`src/rtl/eth_f_pkt_client_pkg.sv`:
```
// ----------------------------------------------------------------------------
// eth_f_pkt_client_pkg
//
// Shared types for the 100G packet client loopback test logic.
//   test_ctrl_state_t : run sequencer states (IDLE, CLEAR, RUN, DRAIN, DONE)
//   fail_code_t       : result cause code reported with o_done
//   is_busy_state()   : true while a run is in progress
// ----------------------------------------------------------------------------
package eth_f_pkt_client_pkg;

  typedef enum logic [2:0] {
    IDLE  = 3'd0,
    CLEAR = 3'd1,
    RUN   = 3'd2,
    DRAIN = 3'd3,
    DONE  = 3'd4
  } test_ctrl_state_t;

  typedef enum logic [1:0] {
    FAIL_NONE    = 2'd0,
    FAIL_DATA    = 2'd1,
    FAIL_TIMEOUT = 2'd2,
    FAIL_ABORT   = 2'd3
  } fail_code_t;

  // A run is in progress from the stat clear until the drain finishes.
  function automatic logic is_busy_state(input test_ctrl_state_t st);
    return (st == CLEAR) || (st == RUN) || (st == DRAIN);
  endfunction

endpackage

```
`src/rtl/eth_f_packet_client_test_ctrl.sv`:
```
// ----------------------------------------------------------------------------
// eth_f_packet_client_test_ctrl
//
// Run sequencer for the packet client loopback path. A CSR start clears the
// stat counters, enables the generator/checker, waits for the TX count to
// reach the target (one-shot) or for a stop (continuous), then drains until
// the RX count catches up. The result is reported as pass/fail plus a cause.
//
// Ports
//   i_clk, i_reset            : clock, synchronous active-high reset
//   i_start/i_stop/i_abort    : single-cycle CSR commands
//   i_cfg_pkt_num             : packets per one-shot run
//   i_cfg_cont_mode           : 1 = continuous, 0 = one-shot
//   i_cfg_timeout             : drain idle-cycle limit, 0 = no limit
//   i_tx_pkt_cnt/i_rx_pkt_cnt : free-running EOP counts from gen/checker
//   i_data_error              : sticky mismatch flag from the checker
//   o_cfg_pkt_gen_tx_en       : generator/checker enable
//   o_cfg_pkt_gen_cont_mode   : mode latched at start
//   o_dyn_pkt_num_sync        : packet target latched at start
//   o_stat_cnt_clr            : stat counter clear, high during CLEAR
//   o_busy/o_done             : run in progress / result valid
//   o_pass/o_fail_code        : result, valid while o_done
// ----------------------------------------------------------------------------
module eth_f_packet_client_test_ctrl
  import eth_f_pkt_client_pkg::*;
#(
  parameter int CLR_CYCLES = 4,
  parameter int CNT_W      = 32
) (
  input  logic             i_clk,
  input  logic             i_reset,
  input  logic             i_start,
  input  logic             i_stop,
  input  logic             i_abort,
  input  logic [CNT_W-1:0] i_cfg_pkt_num,
  input  logic             i_cfg_cont_mode,
  input  logic [CNT_W-1:0] i_cfg_timeout,
  input  logic [CNT_W-1:0] i_tx_pkt_cnt,
  input  logic [CNT_W-1:0] i_rx_pkt_cnt,
  input  logic             i_data_error,
  output logic             o_cfg_pkt_gen_tx_en,
  output logic             o_cfg_pkt_gen_cont_mode,
  output logic [CNT_W-1:0] o_dyn_pkt_num_sync,
  output logic             o_stat_cnt_clr,
  output logic             o_busy,
  output logic             o_done,
  output logic             o_pass,
  output logic [1:0]       o_fail_code
);

  localparam int                CLR_W    = (CLR_CYCLES > 1) ? $clog2(CLR_CYCLES) : 1;
  localparam logic [CLR_W-1:0]  CLR_LAST = CLR_W'(CLR_CYCLES - 1);
  localparam logic [CNT_W-1:0]  CNT_MAX  = {CNT_W{1'b1}};

  test_ctrl_state_t state_q, state_d;
  logic [CLR_W-1:0] clr_cnt_q, clr_cnt_d;
  logic [CNT_W-1:0] pkt_num_q, pkt_num_d;
  logic             cont_mode_q, cont_mode_d;
  logic [CNT_W-1:0] timeout_q, timeout_d;
  logic [CNT_W-1:0] tx_base_q, tx_base_d;
  logic [CNT_W-1:0] rx_base_q, rx_base_d;
  logic             err_base_q, err_base_d;
  logic [CNT_W-1:0] tx_final_q, tx_final_d;
  logic [CNT_W-1:0] rx_prev_q, rx_prev_d;
  logic [CNT_W-1:0] idle_cnt_q, idle_cnt_d;
  logic             err_seen_q, err_seen_d;
  logic             tx_en_q, tx_en_d;
  logic             pass_q, pass_d;
  fail_code_t       fail_code_q, fail_code_d;

  logic [CNT_W-1:0] tx_delta;
  logic [CNT_W-1:0] rx_delta;
  logic [CNT_W-1:0] drain_tgt;
  logic [CNT_W-1:0] idle_next;
  logic             new_err;
  logic             err_now;

  // Delta arithmetic and idle tracking. Deltas are plain modulo-2^CNT_W
  // differences so free-running counters that wrap during a run still give
  // the right packet count. The idle counter measures cycles since the RX
  // count last moved; the cycle in which it moves counts as zero.
  always_comb begin
    tx_delta  = i_tx_pkt_cnt - tx_base_q;
    rx_delta  = i_rx_pkt_cnt - rx_base_q;
    drain_tgt = cont_mode_q ? tx_final_q : pkt_num_q;
    new_err   = i_data_error & ~err_base_q;
    err_now   = err_seen_q | new_err;
    if (i_rx_pkt_cnt != rx_prev_q) begin
      idle_next = '0;
    end else if (idle_cnt_q == CNT_MAX) begin
      idle_next = idle_cnt_q;
    end else begin
      idle_next = idle_cnt_q + 1'b1;
    end
  end

  // Next-state and result logic. Abort is tested first in every active state
  // so it beats stop, count match and timeout in the same cycle. A data error
  // seen anywhere in RUN/DRAIN is remembered and turns the final result into
  // a data failure, which outranks a timeout but not an abort.
  always_comb begin
    state_d     = state_q;
    clr_cnt_d   = clr_cnt_q;
    pkt_num_d   = pkt_num_q;
    cont_mode_d = cont_mode_q;
    timeout_d   = timeout_q;
    tx_base_d   = tx_base_q;
    rx_base_d   = rx_base_q;
    err_base_d  = err_base_q;
    tx_final_d  = tx_final_q;
    rx_prev_d   = i_rx_pkt_cnt;
    idle_cnt_d  = idle_next;
    err_seen_d  = err_seen_q;
    tx_en_d     = tx_en_q;
    pass_d      = pass_q;
    fail_code_d = fail_code_q;

    case (state_q)
      IDLE, DONE: begin
        if (i_start) begin
          pkt_num_d   = i_cfg_pkt_num;
          cont_mode_d = i_cfg_cont_mode;
          timeout_d   = i_cfg_timeout;
          pass_d      = 1'b0;
          fail_code_d = FAIL_NONE;
          clr_cnt_d   = '0;
          tx_en_d     = 1'b0;
          err_seen_d  = 1'b0;
          state_d     = CLEAR;
        end
      end

      CLEAR: begin
        tx_en_d = 1'b0;
        if (i_abort) begin
          pass_d      = 1'b0;
          fail_code_d = FAIL_ABORT;
          state_d     = DONE;
        end else if (clr_cnt_q == CLR_LAST) begin
          // Baselines are taken while the clear is still asserted so the
          // deltas count only packets belonging to this run.
          tx_base_d  = i_tx_pkt_cnt;
          rx_base_d  = i_rx_pkt_cnt;
          err_base_d = i_data_error;
          err_seen_d = 1'b0;
          tx_en_d    = 1'b1;
          state_d    = RUN;
        end else begin
          clr_cnt_d = clr_cnt_q + 1'b1;
        end
      end

      RUN: begin
        err_seen_d = err_now;
        if (i_abort) begin
          tx_en_d     = 1'b0;
          pass_d      = 1'b0;
          fail_code_d = FAIL_ABORT;
          state_d     = DONE;
        end else if (!cont_mode_q) begin
          if (tx_delta == pkt_num_q) begin
            state_d = DRAIN;
          end
        end else if (i_stop) begin
          tx_final_d = tx_delta;
          state_d    = DRAIN;
        end
      end

      DRAIN: begin
        err_seen_d = err_now;
        if (i_abort) begin
          tx_en_d     = 1'b0;
          pass_d      = 1'b0;
          fail_code_d = FAIL_ABORT;
          state_d     = DONE;
        end else if (rx_delta == drain_tgt) begin
          pass_d      = ~err_now;
          fail_code_d = err_now ? FAIL_DATA : FAIL_NONE;
          state_d     = DONE;
        end else if ((timeout_q != '0) && (idle_next == timeout_q)) begin
          pass_d      = 1'b0;
          fail_code_d = err_now ? FAIL_DATA : FAIL_TIMEOUT;
          state_d     = DONE;
        end
      end

      default: begin
        state_d = IDLE;
      end
    endcase
  end

  // State and datapath registers with synchronous reset to an all-zero,
  // idle condition.
  always_ff @(posedge i_clk) begin
    if (i_reset) begin
      state_q     <= IDLE;
      clr_cnt_q   <= '0;
      pkt_num_q   <= '0;
      cont_mode_q <= 1'b0;
      timeout_q   <= '0;
      tx_base_q   <= '0;
      rx_base_q   <= '0;
      err_base_q  <= 1'b0;
      tx_final_q  <= '0;
      rx_prev_q   <= '0;
      idle_cnt_q  <= '0;
      err_seen_q  <= 1'b0;
      tx_en_q     <= 1'b0;
      pass_q      <= 1'b0;
      fail_code_q <= FAIL_NONE;
    end else begin
      state_q     <= state_d;
      clr_cnt_q   <= clr_cnt_d;
      pkt_num_q   <= pkt_num_d;
      cont_mode_q <= cont_mode_d;
      timeout_q   <= timeout_d;
      tx_base_q   <= tx_base_d;
      rx_base_q   <= rx_base_d;
      err_base_q  <= err_base_d;
      tx_final_q  <= tx_final_d;
      rx_prev_q   <= rx_prev_d;
      idle_cnt_q  <= idle_cnt_d;
      err_seen_q  <= err_seen_d;
      tx_en_q     <= tx_en_d;
      pass_q      <= pass_d;
      fail_code_q <= fail_code_d;
    end
  end

  // Outputs come straight from registers or from the registered state.
  assign o_cfg_pkt_gen_tx_en     = tx_en_q;
  assign o_cfg_pkt_gen_cont_mode = cont_mode_q;
  assign o_dyn_pkt_num_sync      = pkt_num_q;
  assign o_stat_cnt_clr          = (state_q == CLEAR);
  assign o_busy                  = is_busy_state(state_q);
  assign o_done                  = (state_q == DONE);
  assign o_pass                  = pass_q;
  assign o_fail_code             = fail_code_q;

endmodule

```
`config.mk`:
```
export PLATFORM = sky130hd
export DESIGN_NAME = eth_f_packet_client_test_ctrl
export DESIGN_NICKNAME = d
export VERILOG_FILES = /design/src/rtl/eth_f_pkt_client_pkg.sv /design/src/rtl/eth_f_packet_client_test_ctrl.sv
export SDC_FILE = /design/constraint.sdc
export NUM_CORES = 1
export LEC_CHECK = 0
export ABC_CLOCK_PERIOD_IN_PS = 4050
export CORE_ASPECT_RATIO = 0.7
export CORE_MARGIN = 10
export CORE_UTILIZATION = 40
export CTS_CLUSTER_SIZE = 12
export DETAILED_ROUTE_END_ITERATION = 8
export HOLD_SLACK_MARGIN = 0.1
export PLACE_DENSITY = 0.63
export SLEW_MARGIN = 20
export SYNTH_ARGS = -nofsm -noshare
export SYNTH_HDL_FRONTEND = slang
export SYNTH_SLANG_ARGS = --single-unit
```
`constraint.sdc`:
```
create_clock -name i_clk -period 4.05 [get_ports i_clk]
set_clock_uncertainty 0.1 [all_clocks]
set_input_delay 0.81 -clock i_clk [delete_from_list [all_inputs] [get_ports i_clk]]
set_output_delay 0.81 -clock i_clk [all_outputs]
set_load 0.02 [all_outputs]
```
==> metrics.txt <==
status=finished, final reports clean; initial antenna violation count=0; Initial Util=40.3%; post-synthesis cell type with the largest combined area=dfxtp_1; leakage=7.91 nW; internal reg-to-reg setup slack=250 ps; Synth-to-Final Area Change=37.1%; worst relative slew slack=a little under half; most used cell along the critical path=o21a_1; Max VDD drop=323 µV; kind of critical path=in -> reg; Initial DRC Count=1233; RR Endpoint=o_pass; slowest cell on the critical path=a2111o_1; Hold EP=tx_final_q[25]; worst hold stages=2; Slew @ Worst Pin=797 ps; routed len/inst=between 15 and 20 µm; Post-Route WL=57500 µm; Die X=255 µm; Avg Inst Size Synth=7.62 µm²; CP Cell Sequence=clkdlybuf4s50_1, ha_1, o21a_1, a21oi_1, a2111o_1, a211o_4, o31a_1, xnor2_2, xor2_1, or3_1, nor4_4, buf_4, o22ai_4, o21a_1; total power=7.65 mW; Die ar.=47000 µm²; share of layout cells above drive strength 1=19.5%; max cap viols=0; Yosys warnings=0; Via density=5.50; number of synthesized flops with an enable pin=0; ant diodes=0; Post-Syn Nets=2227; setup ws final=roughly 58 ps; Fin Setup TNS=0 ps; min-delay src=tx_final_q[25]; Final Setup Violations=0; Required @ worst endpoint=4410 ps; CTS Buffer Depth=3; worst skew pair latency=roughly 570 ps; CTS tree=built; crit start category=input pin; minimum clock period after layout=3990 ps; GP Congestion=0.957; GRT overflow=0; cts bufs inserted=26; pre-CTS setup slack=-791 ps; placed cells=2914; root buffer cell=clkbuf_16; number of global-route vias before repair=15.8k; First-pass DRT Iterations=5; top-area cell type share of the netlist area=a little under a third; Synth Cell Area=15400 µm²; Net count, final=2651; slowest stage delay, CP=460 ps; PortBufs=roughly 170; htree depth=1; Hold Fails Final Rpt=0; Setup crit end kind=flop; cts hold-fix bufs=0; crit path DAT=4350 ps; R2R depth=12; top post-synthesis cells by area=dfxtp_1, nand2_1, a21oi_1; largest net degree at the start of global routing=104; Synth cell types=98; first-pass GRT wire length=between 80000 and 90000 µm; clk slew on worst S/H paths=60 ps; worst hold path type=reg -> reg; gr usage total=around a quarter; final period utilization=98.6%; row cnt=60; via count=16.3k; Synth Flop Type=dfxtp_1; async set-reset flop share out of synthesis=0%; FF+latch count, synth=236; Final ANT Viol Nets=0; Cells after Synth=2026; Die Ht=~180 µm; Pwr Density=roughly 360 nW/µm²; Slew Limit Fails=0; # DRC=0; area of the core=38300 µm²; Ports=between 150 and 200; clock sinks=236; half-perimeter wire length after placement=45300 µm; sequential area share after synthesis=30.6%; Final Non-Filler Cells=2962; fmax=0.251 GHz; reg-to-reg startpoint=idle_cnt_q[0]; crit path max fanout=5
[stage by stage]
stage	instance area, µm²	util, %	hold slack (ps)
after floorplan	15500	-	332
after global placement	20000	52.1	339
after detailed placement	20000	52.1	346
after CTS	20800	54.4	354
after global routing	21200	55.3	374
final	21200	55.3	353
[cells in the mapped netlist (18+ instances only)]
master / count
nand2_1: 387
a21oi_1: 245
dfxtp_1: 236
xnor2_1: 115
nor2_1: 100
clkbuf_1: 97
inv_1: 92
ha_1: 64
mux2i_1: 49
nor3_1: 45
xor2_1: 45
nor2b_1: 43
nand4_1: 39
nand3_1: 38
o21ai_0: 37
a21o_1: 34
and3_1: 29
a211oi_1: 18
nor4_1: 18
[worst max-delay path, delay by kind of cell]
family          cells  cell delay (ps)
compound gates      7             1720
xor+xnor            2              300
fa+ha+maj           1              360
buf+inv             2              610
simple gates        2              550
[flip-flops by register name, indices dropped and copies added (netlist names)]
| signal | cells |
|---|---|
| tx_final_q | 32 |
| idle_cnt_q | 32 |
| tx_base_q | 32 |
| err_seen_q | 1 |
| o_cfg_pkt_gen_tx_en | 1 |
| err_base_q | 1 |
| o_fail_code | 2 |
| o_cfg_pkt_gen_cont_mode | 1 |
| o_dyn_pkt_num_sync | 32 |
| state_q | 3 |
| rx_base_q | 32 |
| o_pass | 1 |
| timeout_q | 32 |
| clr_cnt_q | 2 |
| rx_prev_q | 32 |
[cells in the final DEF, fill, tap and decap left out, types with 43 or more instances in the layout]
cell and n:
nor2_1 100, nand2_1 384, nor3_1 43, clkdlybuf4s50_1 169
a21oi_1 238, buf_4 333, xor2_1 45, dfxtp_1 235
inv_1 89, xnor2_1 112, mux2i_1 48, ha_1 56
[cell families after synthesis]
kind of cell    synth area share (%)
buf+inv                         5.25
compound gates                  20.7
fa+ha+maj                       5.51
flops                           30.6
xor+xnor                        9.37
mux                             3.25
simple gates                    25.3
[repair_timing]
| item | 4_1_cts | 5_1_grt |
|---|---|---|
| pin swaps | 10 | 24 |
| resized for setup | 11 | 60 |
| gates cloned | 0 | 0 |
| endpoints found under the setup margin | 6 | 6 |
| buffers inserted | 1 | 3 |
[worst max-delay path by stage]
stage                     start  cells past startpoint  slack, ps             end
6_report        i_tx_pkt_cnt[9]                     14         60      state_q[1]
2_1_floorplan   i_tx_pkt_cnt[0]                     15          6      state_q[1]
5_1_grt        i_rx_pkt_cnt[23]                     15        -20  o_fail_code[0]
4_1_cts         i_rx_pkt_cnt[6]                     14         10          o_pass
3_5_place_dp    i_rx_pkt_cnt[0]                     16       -790          o_pass
3_3_place_gp    i_rx_pkt_cnt[0]                     17       -670          o_pass
[metal layers]
| metal | vias to the layer above | track usage [%] | wire [µm] |
|---|---|---|---|
| met3 | 48 | 3.26 | 3440 |
| met1 | 7831 | 34.2 | 28000 |
| met2 | 446 | 37.2 | 25200 |
| met4 | 0 | 3.63 | 813 |
| li1 | 7958 | - | - |
| met5 | - | 0 | 0 |
[report_power, final]
group | switching [mW] | internal, mW
sequential | 0.244 | 2.48
combinational | 1.35 | 1.18
clock | 1.03 | 1.37
total | 2.62 | 5.03
[cell type report]
cell class | instances | area (µm²)
repair buffers | 513 | 4350
flip-flops and latches | 236 | 4730
fillers | 3634 | 17100
well taps | 496 | 621
clock inverters | 5 | 67.6
multi-input cells | 1581 | 10300
clock buffers | 39 | 769
inverters | 92 | 345
Note: power is estimated with default switching activity, not from simulation.
